[src/rtl/bram_fifo_v2_pkg.sv]
// Shared helpers for the bram_fifo_v2 slice: pointer/count widths and the
// elaboration-time parameter legality check.
package bram_fifo_pkg;

    // Smallest legal depth; anything shallower makes the flag logic degenerate.
    localparam int unsigned MinDepth = 4;

    // Pointers carry one extra wrap bit above the memory address.
    function automatic int unsigned ptr_w(input int unsigned depth);
        return $clog2(depth) + 1;
    endfunction

    // Count must represent 0..depth inclusive.
    function automatic int unsigned cnt_w(input int unsigned depth);
        return $clog2(depth) + 1;
    endfunction

    function automatic bit is_pow2(input int unsigned v);
        return (v != 0) && ((v & (v - 1)) == 0);
    endfunction

    function automatic bit params_ok(input int unsigned depth,
                                     input int unsigned af_thresh,
                                     input int unsigned ae_thresh);
        return is_pow2(depth) && (depth >= MinDepth) &&
               (af_thresh >= 1) && (af_thresh <= depth) &&
               (ae_thresh <= depth - 1);
    endfunction

endpackage

[src/rtl/bram_fifo_v2_if.sv]
// Handshake and status bundle for bram_fifo_v2. The master side is the
// producer/consumer, the slave side is the FIFO itself.
interface bram_fifo_v2_if #(
    parameter int unsigned DEPTH  = 16,
    parameter int unsigned DWIDTH = 16
);
    localparam int unsigned CW = bram_fifo_pkg::cnt_w(DEPTH);

    logic              flush;
    logic              wr_en;
    logic [DWIDTH-1:0] din;
    logic              rd_en;
    logic [DWIDTH-1:0] dout;
    logic              dout_valid;
    logic              full;
    logic              empty;
    logic              almost_full;
    logic              almost_empty;
    logic [CW-1:0]     count;
    logic              overflow;
    logic              underflow;

    modport master (
        output flush, wr_en, din, rd_en,
        input  dout, dout_valid, full, empty, almost_full, almost_empty,
        input  count, overflow, underflow
    );

    modport slave (
        input  flush, wr_en, din, rd_en,
        output dout, dout_valid, full, empty, almost_full, almost_empty,
        output count, overflow, underflow
    );

endinterface

[src/rtl/bram_sdp.sv]
// Simple dual-port memory: one write port, one read port with a 1-cycle
// registered read. The read register holds when no read is issued and has a
// synchronous clear so the FIFO output never shows stale data after reset.
module bram_sdp #(
    parameter int unsigned DEPTH  = 16,
    parameter int unsigned DWIDTH = 16
) (
    input  logic                       clk_i,
    input  logic                       we_i,
    input  logic [$clog2(DEPTH)-1:0]   waddr_i,
    input  logic [DWIDTH-1:0]          wdata_i,
    input  logic                       re_i,
    input  logic [$clog2(DEPTH)-1:0]   raddr_i,
    input  logic                       clr_i,
    output logic [DWIDTH-1:0]          rdata_o
);
    logic [DWIDTH-1:0] mem_q [DEPTH];
    logic [DWIDTH-1:0] rdata_q, rdata_d;

    // Write port.
    always_ff @(posedge clk_i) begin
        if (we_i) begin
            mem_q[waddr_i] <= wdata_i;
        end
    end

    // Read register next state: clear wins, otherwise load on read, else hold.
    always_comb begin
        rdata_d = rdata_q;
        if (clr_i) begin
            rdata_d = '0;
        end else if (re_i) begin
            rdata_d = mem_q[raddr_i];
        end
    end

    // Read register.
    always_ff @(posedge clk_i) begin
        rdata_q <= rdata_d;
    end

    assign rdata_o = rdata_q;

endmodule

[src/rtl/bram_fifo_v2.sv]
// Synchronous FIFO on a simple dual-port BRAM with count, almost-full/empty
// thresholds and sticky overflow/underflow flags.
// Define BRAM_FIFO_FWFT_EN for first-word-fall-through operation; otherwise
// dout updates one edge after an accepted read and dout_valid pulses.
module bram_fifo_v2
    import bram_fifo_pkg::*;
#(
    parameter int unsigned DEPTH     = 16,
    parameter int unsigned DWIDTH    = 16,
    parameter int unsigned AF_THRESH = DEPTH - 2,
    parameter int unsigned AE_THRESH = 2
) (
    input logic           clk,
    input logic           rstn,
    bram_fifo_v2_if.slave fifo
);
    localparam int unsigned AW = $clog2(DEPTH);
    localparam int unsigned PW = ptr_w(DEPTH);
    localparam int unsigned CW = cnt_w(DEPTH);

    localparam logic [CW-1:0] DepthC = CW'(DEPTH);
    localparam logic [CW-1:0] AfC    = CW'(AF_THRESH);
    localparam logic [CW-1:0] AeC    = CW'(AE_THRESH);

    if (!params_ok(DEPTH, AF_THRESH, AE_THRESH)) begin : g_bad_params
        $error("bram_fifo_v2: DEPTH must be a power of two >= 4 and thresholds in range");
    end

    logic [PW-1:0]     wptr_q, wptr_d;
    logic [PW-1:0]     rptr_q, rptr_d;
    logic [CW-1:0]     count_q, count_d;
    logic              ovf_q, ovf_d;
    logic              udf_q, udf_d;
    logic              dout_valid_q, dout_valid_d;
    logic              full, empty;
    logic              wr_acc, rd_acc, rd_issue, run;
    logic [DWIDTH-1:0] mem_rdata;

    // Reset or flush stops all memory activity in that cycle.
    assign run    = rstn && !fifo.flush;
    assign full   = (count_q == DepthC);
    assign wr_acc = fifo.wr_en && !full;
    assign rd_acc = fifo.rd_en && !empty;

`ifdef BRAM_FIFO_FWFT_EN
    // Pipeline: memory -> BRAM read register (mid) -> output register.
    logic              mid_valid_q, mid_valid_d;
    logic              mid_move, mem_nonempty;
    logic [DWIDTH-1:0] dout_q, dout_d;

    assign empty        = !dout_valid_q;
    assign mem_nonempty = (wptr_q != rptr_q);
    assign mid_move     = mid_valid_q && (!dout_valid_q || rd_acc);
    // Prefetch whenever the mid stage is, or is about to become, free.
    assign rd_issue     = mem_nonempty && (!mid_valid_q || mid_move);
`else
    assign empty    = (count_q == '0);
    assign rd_issue = rd_acc;
`endif

    bram_sdp #(
        .DEPTH  (DEPTH),
        .DWIDTH (DWIDTH)
    ) u_mem (
        .clk_i   (clk),
        .we_i    (run && wr_acc),
        .waddr_i (wptr_q[AW-1:0]),
        .wdata_i (fifo.din),
        .re_i    (run && rd_issue),
        .raddr_i (rptr_q[AW-1:0]),
        .clr_i   (!run),
        .rdata_o (mem_rdata)
    );

    // Next state for pointers, count, flags and output stage.
    always_comb begin
        wptr_d       = wptr_q;
        rptr_d       = rptr_q;
        count_d      = count_q;
        ovf_d        = ovf_q;
        udf_d        = udf_q;
        dout_valid_d = dout_valid_q;
`ifdef BRAM_FIFO_FWFT_EN
        mid_valid_d  = mid_valid_q;
        dout_d       = dout_q;
`endif
        if (!run) begin
            wptr_d       = '0;
            rptr_d       = '0;
            count_d      = '0;
            ovf_d        = 1'b0;
            udf_d        = 1'b0;
            dout_valid_d = 1'b0;
`ifdef BRAM_FIFO_FWFT_EN
            mid_valid_d  = 1'b0;
            dout_d       = '0;
`endif
        end else begin
            if (wr_acc) begin
                wptr_d = wptr_q + PW'(1);
            end
            if (rd_issue) begin
                rptr_d = rptr_q + PW'(1);
            end
            case ({wr_acc, rd_acc})
                2'b10:   count_d = count_q + CW'(1);
                2'b01:   count_d = count_q - CW'(1);
                default: count_d = count_q;
            endcase
            if (fifo.wr_en && full) begin
                ovf_d = 1'b1;
            end
            if (fifo.rd_en && empty) begin
                udf_d = 1'b1;
            end
`ifdef BRAM_FIFO_FWFT_EN
            if (rd_issue) begin
                mid_valid_d = 1'b1;
            end else if (mid_move) begin
                mid_valid_d = 1'b0;
            end
            if (mid_move) begin
                dout_d       = mem_rdata;
                dout_valid_d = 1'b1;
            end else if (rd_acc) begin
                dout_valid_d = 1'b0;
            end
`else
            dout_valid_d = rd_acc;
`endif
        end
    end

    // State registers; reset is folded into the next-state logic.
    always_ff @(posedge clk) begin
        wptr_q       <= wptr_d;
        rptr_q       <= rptr_d;
        count_q      <= count_d;
        ovf_q        <= ovf_d;
        udf_q        <= udf_d;
        dout_valid_q <= dout_valid_d;
`ifdef BRAM_FIFO_FWFT_EN
        mid_valid_q  <= mid_valid_d;
        dout_q       <= dout_d;
`endif
    end

`ifdef BRAM_FIFO_FWFT_EN
    assign fifo.dout = dout_q;
`else
    assign fifo.dout = mem_rdata;
`endif
    assign fifo.dout_valid   = dout_valid_q;
    assign fifo.full         = full;
    assign fifo.empty        = empty;
    assign fifo.almost_full  = (count_q >= AfC);
    assign fifo.almost_empty = (count_q <= AeC);
    assign fifo.count        = count_q;
    assign fifo.overflow     = ovf_q;
    assign fifo.underflow    = udf_q;

endmodule

[src/flat_wrapper.sv]
// flat-port wrapper written by rule: the top's interface ports become plain ports
module bram_fifo_v2_flat import bram_fifo_pkg::*;
#(
    parameter int unsigned DEPTH     = 16,
    parameter int unsigned DWIDTH    = 16,
    parameter int unsigned AF_THRESH = DEPTH - 2,
    parameter int unsigned AE_THRESH = 2
)
  (clk, rstn, fifo_flush, fifo_wr_en, fifo_din, fifo_rd_en, fifo_dout, fifo_dout_valid, fifo_full, fifo_empty, fifo_almost_full, fifo_almost_empty, fifo_count, fifo_overflow, fifo_underflow);
  bram_fifo_v2_if #(.DEPTH(DEPTH), .DWIDTH(DWIDTH)) fifo_i ();
  input logic clk;
  input logic rstn;
  input wire logic [$bits(fifo_i.flush)-1:0] fifo_flush;
  input wire logic [$bits(fifo_i.wr_en)-1:0] fifo_wr_en;
  input wire logic [$bits(fifo_i.din)-1:0] fifo_din;
  input wire logic [$bits(fifo_i.rd_en)-1:0] fifo_rd_en;
  output wire logic [$bits(fifo_i.dout)-1:0] fifo_dout;
  output wire logic [$bits(fifo_i.dout_valid)-1:0] fifo_dout_valid;
  output wire logic [$bits(fifo_i.full)-1:0] fifo_full;
  output wire logic [$bits(fifo_i.empty)-1:0] fifo_empty;
  output wire logic [$bits(fifo_i.almost_full)-1:0] fifo_almost_full;
  output wire logic [$bits(fifo_i.almost_empty)-1:0] fifo_almost_empty;
  output wire logic [$bits(fifo_i.count)-1:0] fifo_count;
  output wire logic [$bits(fifo_i.overflow)-1:0] fifo_overflow;
  output wire logic [$bits(fifo_i.underflow)-1:0] fifo_underflow;
  assign fifo_i.flush = fifo_flush;
  assign fifo_i.wr_en = fifo_wr_en;
  assign fifo_i.din = fifo_din;
  assign fifo_i.rd_en = fifo_rd_en;
  assign fifo_dout = fifo_i.dout;
  assign fifo_dout_valid = fifo_i.dout_valid;
  assign fifo_full = fifo_i.full;
  assign fifo_empty = fifo_i.empty;
  assign fifo_almost_full = fifo_i.almost_full;
  assign fifo_almost_empty = fifo_i.almost_empty;
  assign fifo_count = fifo_i.count;
  assign fifo_overflow = fifo_i.overflow;
  assign fifo_underflow = fifo_i.underflow;
  bram_fifo_v2 #(.DEPTH(DEPTH), .DWIDTH(DWIDTH), .AF_THRESH(AF_THRESH), .AE_THRESH(AE_THRESH)) u_core (.clk(clk), .rstn(rstn), .fifo(fifo_i));
endmodule
[config.mk]
export PLATFORM = sky130hd
export DESIGN_NAME = bram_fifo_v2_flat
export DESIGN_NICKNAME = d
export VERILOG_FILES = /design/src/rtl/bram_fifo_v2_pkg.sv /design/src/rtl/bram_fifo_v2_if.sv /design/src/rtl/bram_sdp.sv /design/src/rtl/bram_fifo_v2.sv /design/src/flat_wrapper.sv
export SDC_FILE = /design/constraint.sdc
export NUM_CORES = 1
export LEC_CHECK = 0
export ABC_CLOCK_PERIOD_IN_PS = 5600
export CAP_MARGIN = 30
export CORE_ASPECT_RATIO = 1.4
export CORE_MARGIN = 10
export CORE_UTILIZATION = 65
export DETAILED_ROUTE_END_ITERATION = 16
export PLACE_DENSITY = 0.85
export REMOVE_ABC_BUFFERS = 1
export SLEW_MARGIN = 25
export SYNTH_ARGS = -nofsm -noshare
export SYNTH_HDL_FRONTEND = slang
export SYNTH_SLANG_ARGS = --single-unit
[constraint.sdc]
create_clock -name clk -period 5.6 [get_ports clk]
set_input_delay 0.84 -clock clk [delete_from_list [all_inputs] [get_ports clk]]
set_output_delay 0.84 -clock clk [all_outputs]
set_load 0.1 [all_outputs]
# Word-level counts from Yosys, hierarchy flattened
# Memory sizes are Yosys's and may differ from the RTL's. A register that Yosys moved wholly into a read port is not among the register bits.
# Cells that the tools add are included.
# classes
n_eq_ne,3
n_addsub,4
mux,3
reduce_logical,13
n_lt_le_gt_ge,2
# op_table
cell,n
$add 5x1->5 const B,3
$pmux 5 s2,1
$logic_and 1x1->1,7
$eq 5x5->1 const B,1
$ge 5x4->1 const B,1
$le 5x2->1 const B,1
$logic_not 5->1,1
$sub 5x1->5 const B,1
$logic_not 1->1,4
$eq 2x1->1 const B,1
$eq 2x2->1 const B,1
$mux 1,2
$reduce_bool 2->1,1
# word_totals
output_inout_bits,28
register_bits,18
inputBits,21
memories,1
ramBits,256
elab_cells,32
# mem_list
name,words,width,rd,rd_clocked_by_memory_dff,wr,line_no,source
u_core.u_mem.mem_q,16,16,1,1,1,bram_sdp.sv:17,logic [DWIDTH-1:0] mem_q [DEPTH];

# Longest topological paths before layout
# depth
ltp_word,6
depth_mapped,13
mapped_depth_nobuf,11

# Modules after synthesis
# Synthesis repeated with hierarchy kept, for this count alone.
# hier_totals
cells_unflattened,708
hier_area_um2,11474.8
# modules_own_cells
mod,cells_per_inst,area_per_inst_um2,n_inst,seq_area_each_um2
bram_sdp,606,10545.1,1,8007.7
bram_fifo_v2,102,929.6,1,320.3

# Least setup slack after synthesis
# Ideal clock, no wire load.
# synth_path
path_type,register to output
start,"reg u_core.count_q[1], in the netlist u_core.fifo.count[1]"
end,out fifo_almost_empty
arrival_time_ns,5.701
required_time_ns,4.760
path_stages_with_launch,3
n_path_buf,1
path_slack_ns,-0.941
cell_sequence,dfxtp_1 -> buf_2 -> a2111oi_0
# synth_via
elab_chain_len,1
# synth_rtl
element,line_no,source
start: declaration,bram_fifo_v2.sv:31,"logic [CW-1:0] count_q, count_d;"
start signal: assignment,bram_fifo_v2.sv:138,count_q <= count_d;
$le 5x2->1,bram_fifo_v2.sv:157,assign fifo.almost_empty = (count_q <= AeC);
end: declaration,flat_wrapper.sv:22,output wire logic [$bits(fifo_i.almost_empty)-1:0] fifo_almost_empty;
# No other way between the ends.

# Final worst setup path
# layout_path
start,"reg u_core.count_q[1], in the netlist u_core.fifo.count[1]"
end,out fifo_empty
# layout_via
elab_chain_len,1
# layout_rtl
element,line_no,source
$logic_not 5->1,bram_fifo_v2.sv:57,assign empty = (count_q == '0);
end: declaration,flat_wrapper.sv:20,output wire logic [$bits(fifo_i.empty)-1:0] fifo_empty;
# No other way between the ends.

==> results.txt <==
Status - finished, final reports clean
Total grt overflow - 0
Post-DR wirelength/cell - 27.7 um
Most frequent cells in the layout - 256 x edfxtp_1, 90 x mux2i_1, 48 x clkdlybuf4s50_1
Multi-input logic area - 0.00268 mm2
TritonCTS Buffers - 25
Synth warn - 0
Post-CTS Setup Inserts - 0
Pin count of the biggest net entering global routing - 49
FFs w/ async S/R, synth - 0%
P per Cell Area - 327 mW/mm2
Vias in the first global route - 6,409
Post-cts resize count - 0
Synthesized cell area - 0.0112 mm2
CTS sink count - 288
Diode count - 0
Worst R2R Setup Slack - 2.47 ns
Layout cell share with drive strength beyond 1 - 11.6%
Post-route ant nets - 0
Worst path slowest cell - clkdlybuf4s50_1
Count of final setup violators - 0
Leakage power - 0.00392 uW
Final Hold Vio Count - 0
Gpl congestion - 0.915
Final Slew Violations - 0
Hold WS - 0.468 ns
Top_reg_cell synth - edfxtp_1
Die ar. - 0.0230 mm2
Router iterations before antenna repair - 4
Critical Path End Type - output port
Hpwl dp - 16.2 mm
Layout fillers - 938
Critical Path AT - 2.78 ns
Top delay family on crit path - buffers and inverters
Die Wd - 131 um
Vias per cell - 6.84
Tmin final - 3.62 ns
Global-route wire length before repair - 39.3 mm
Maximum clock frequency - 276 MHz
Setup Crit Path Kind - flop to output port
Initial antenna violation count - 0
Max Cap Viol - 0
Post-Layout Cell Count - 934
Required @ worst endpoint - 4.76 ns
TritonCTS clock tree - built
Ports - 49
Distinct cells, synth - 40
Port bufs - 48
Overall routing resource usage - 22.7%
Relative slew slack - 31.7%
Worst Tran Pin Value - 1.02 ns
Root Buffer Master - clkbuf_16
Startpoint class of the critical path - flop
Final wirelength - 25.9 mm
Design Power - 4160 uW
CP bufs+invs - 1
Clock-pin slew on the worst setup and hold paths - 0.06 ns
Hold-fix buffers, CTS - 0
Starting Density - 66.6%
Most common cell after layout, fill and taps aside - edfxtp_1
Crit-path cells - nor4_4 > and2_1 > clkdlybuf4s50_1
Clock Path Buffers - 3
Area of the core - 0.0168 mm2
Placed insts - 888
Total placed instance area - 0.0119 mm2
#FFs+latches synth - 288
Clock latency on the worst-skew pair - 0.51 ns
Peak VDD IR - 299 uV
Rows - 56
Unrepaired setup endpoints after global routing - false
Iter 0 DRT Violations - 823
FF/Latch Area - 0.00833 mm2
DR vias - 6,384
Cell count after synthesis - 656
H-tree lvl count - 1
Final cell area excluding filler cells - 0.0127 mm2
Fin crit share - 64.6%
Register area share after synthesis - 74.4%
Worst-path maximum fanout - 11
Clk_skew - 0.00926 ns
Worst hold path class - flop to flop
CP max stage delay - 1.15 ns
Mean Syn Cell Area - 17.1 um2
Number of synthesized flops with an enable pin - 256
Final net count - 744
Die height - 175 um
# DRC - 0
Area growth syn-to-layout - 13.6%
-- worst paths after layout --
kind | start | end | depth (start not counted)
hold / removal | u_core.fifo.overflow | u_core.fifo.overflow | 2
hold reg to reg | u_core.fifo.overflow | u_core.fifo.overflow | 2
setup / recovery | u_core.fifo.count[1] | fifo_empty | 3
setup reg to reg | u_core.fifo.count[1] | u_core.fifo.count[4] | 11
-- registers in the layout (all words and copies together) (netlist names) --
register and flops:
u_core.u_mem.rdata_o 16, u_core.fifo.overflow 1, u_core.rptr_q 4, u_core.u_mem.mem_q 256
u_core.fifo.underflow 1, u_core.wptr_q 4, u_core.fifo.dout_valid 1, u_core.fifo.count 5
-- power by group --
| group | total [uW] | leakage [uW] | switching, uW | internal, uW |
|---|---|---|---|---|
| Combinational | 190 | 0.000982 | 137 | 52.9 |
| Clock | 1610 | 0.000374 | 708 | 904 |
| Sequential | 2360 | 0.00256 | 10.5 | 2350 |
-- Yosys cell counts (2+ instances only) --
master	instances	share of area, %
nand2b_1	6	0.34
and2_1	2	0.11
mux2i_1	90	8.0
mux4_2	16	3.2
a31oi_1	16	0.89
or3_1	2	0.11
inv_1	5	0.17
a22oi_1	5	0.34
buf_6	3	0.30
nor3_1	17	0.76
clkbuf_1	12	0.40
o22ai_1	45	2.5
nand4_1	2	0.11
dfxtp_1	32	5.7
a21oi_1	7	0.31
nor2b_1	4	0.22
edfxtp_1	256	69
buf_4	2	0.13
nand3_1	8	0.36
ha_1	9	1.0
o21ai_0	19	0.85
nand2_1	19	0.64
mux4_1	4	0.94
nor2_1	31	1.0
nand3b_1	2	0.13
xor2_1	7	0.55
buf_2	21	0.94
xnor2_1	2	0.16
-- layout make-up --
class	instances	share of cell area (%)
Sequential cell	288	65.5
Multi-Input combinational cell	324	21.1
Clock buffer	33	5.39
Timing Repair Buffer	70	5.26
Tap cell	203	2.00
Clock inverter	11	0.610
Inverter	5	0.148
-- tightest hold or removal path, delay by kind of cell (launching register included) --
family           cells  cell delay [ns]
flip-flops           1             0.32
AO/OA/AOI/OAI        1             0.04
AND/OR/NAND/NOR      1             0.07
-- cell families after synthesis --
| kind of cell | share of synthesized area [%] |
|---|---|
| flip-flops | 74.4 |
| multiplexers | 12.2 |
| AND/OR/NAND/NOR | 4.26 |
| AO/OA/AOI/OAI | 5.49 |
| adder cells (fa/ha/maj) | 1.01 |
| XOR/XNOR | 0.704 |
| buffers and inverters | 1.98 |
-- routing by layer --
metal  global-route usage, %  share of wire, %  vias up
li1                        -                 -     2710
met5                       0                 0        -
met3                    3.86               9.2       55
met2                    39.3                53      424
met1                    28.7                36     3195
met4                    6.27               2.4        0
-- stage by stage --
step	util (%)	TNS (ns)	setup WS [ns]
after floorplan	-	-0.859	-0.859
after global placement	70.9	0	1.97
after detailed placement	70.9	0	1.91
after CTS	75.4	0	1.93
after global routing	75.6	0	1.91
final	75.6	0	1.98
Power figures use the tool's default switching activity.
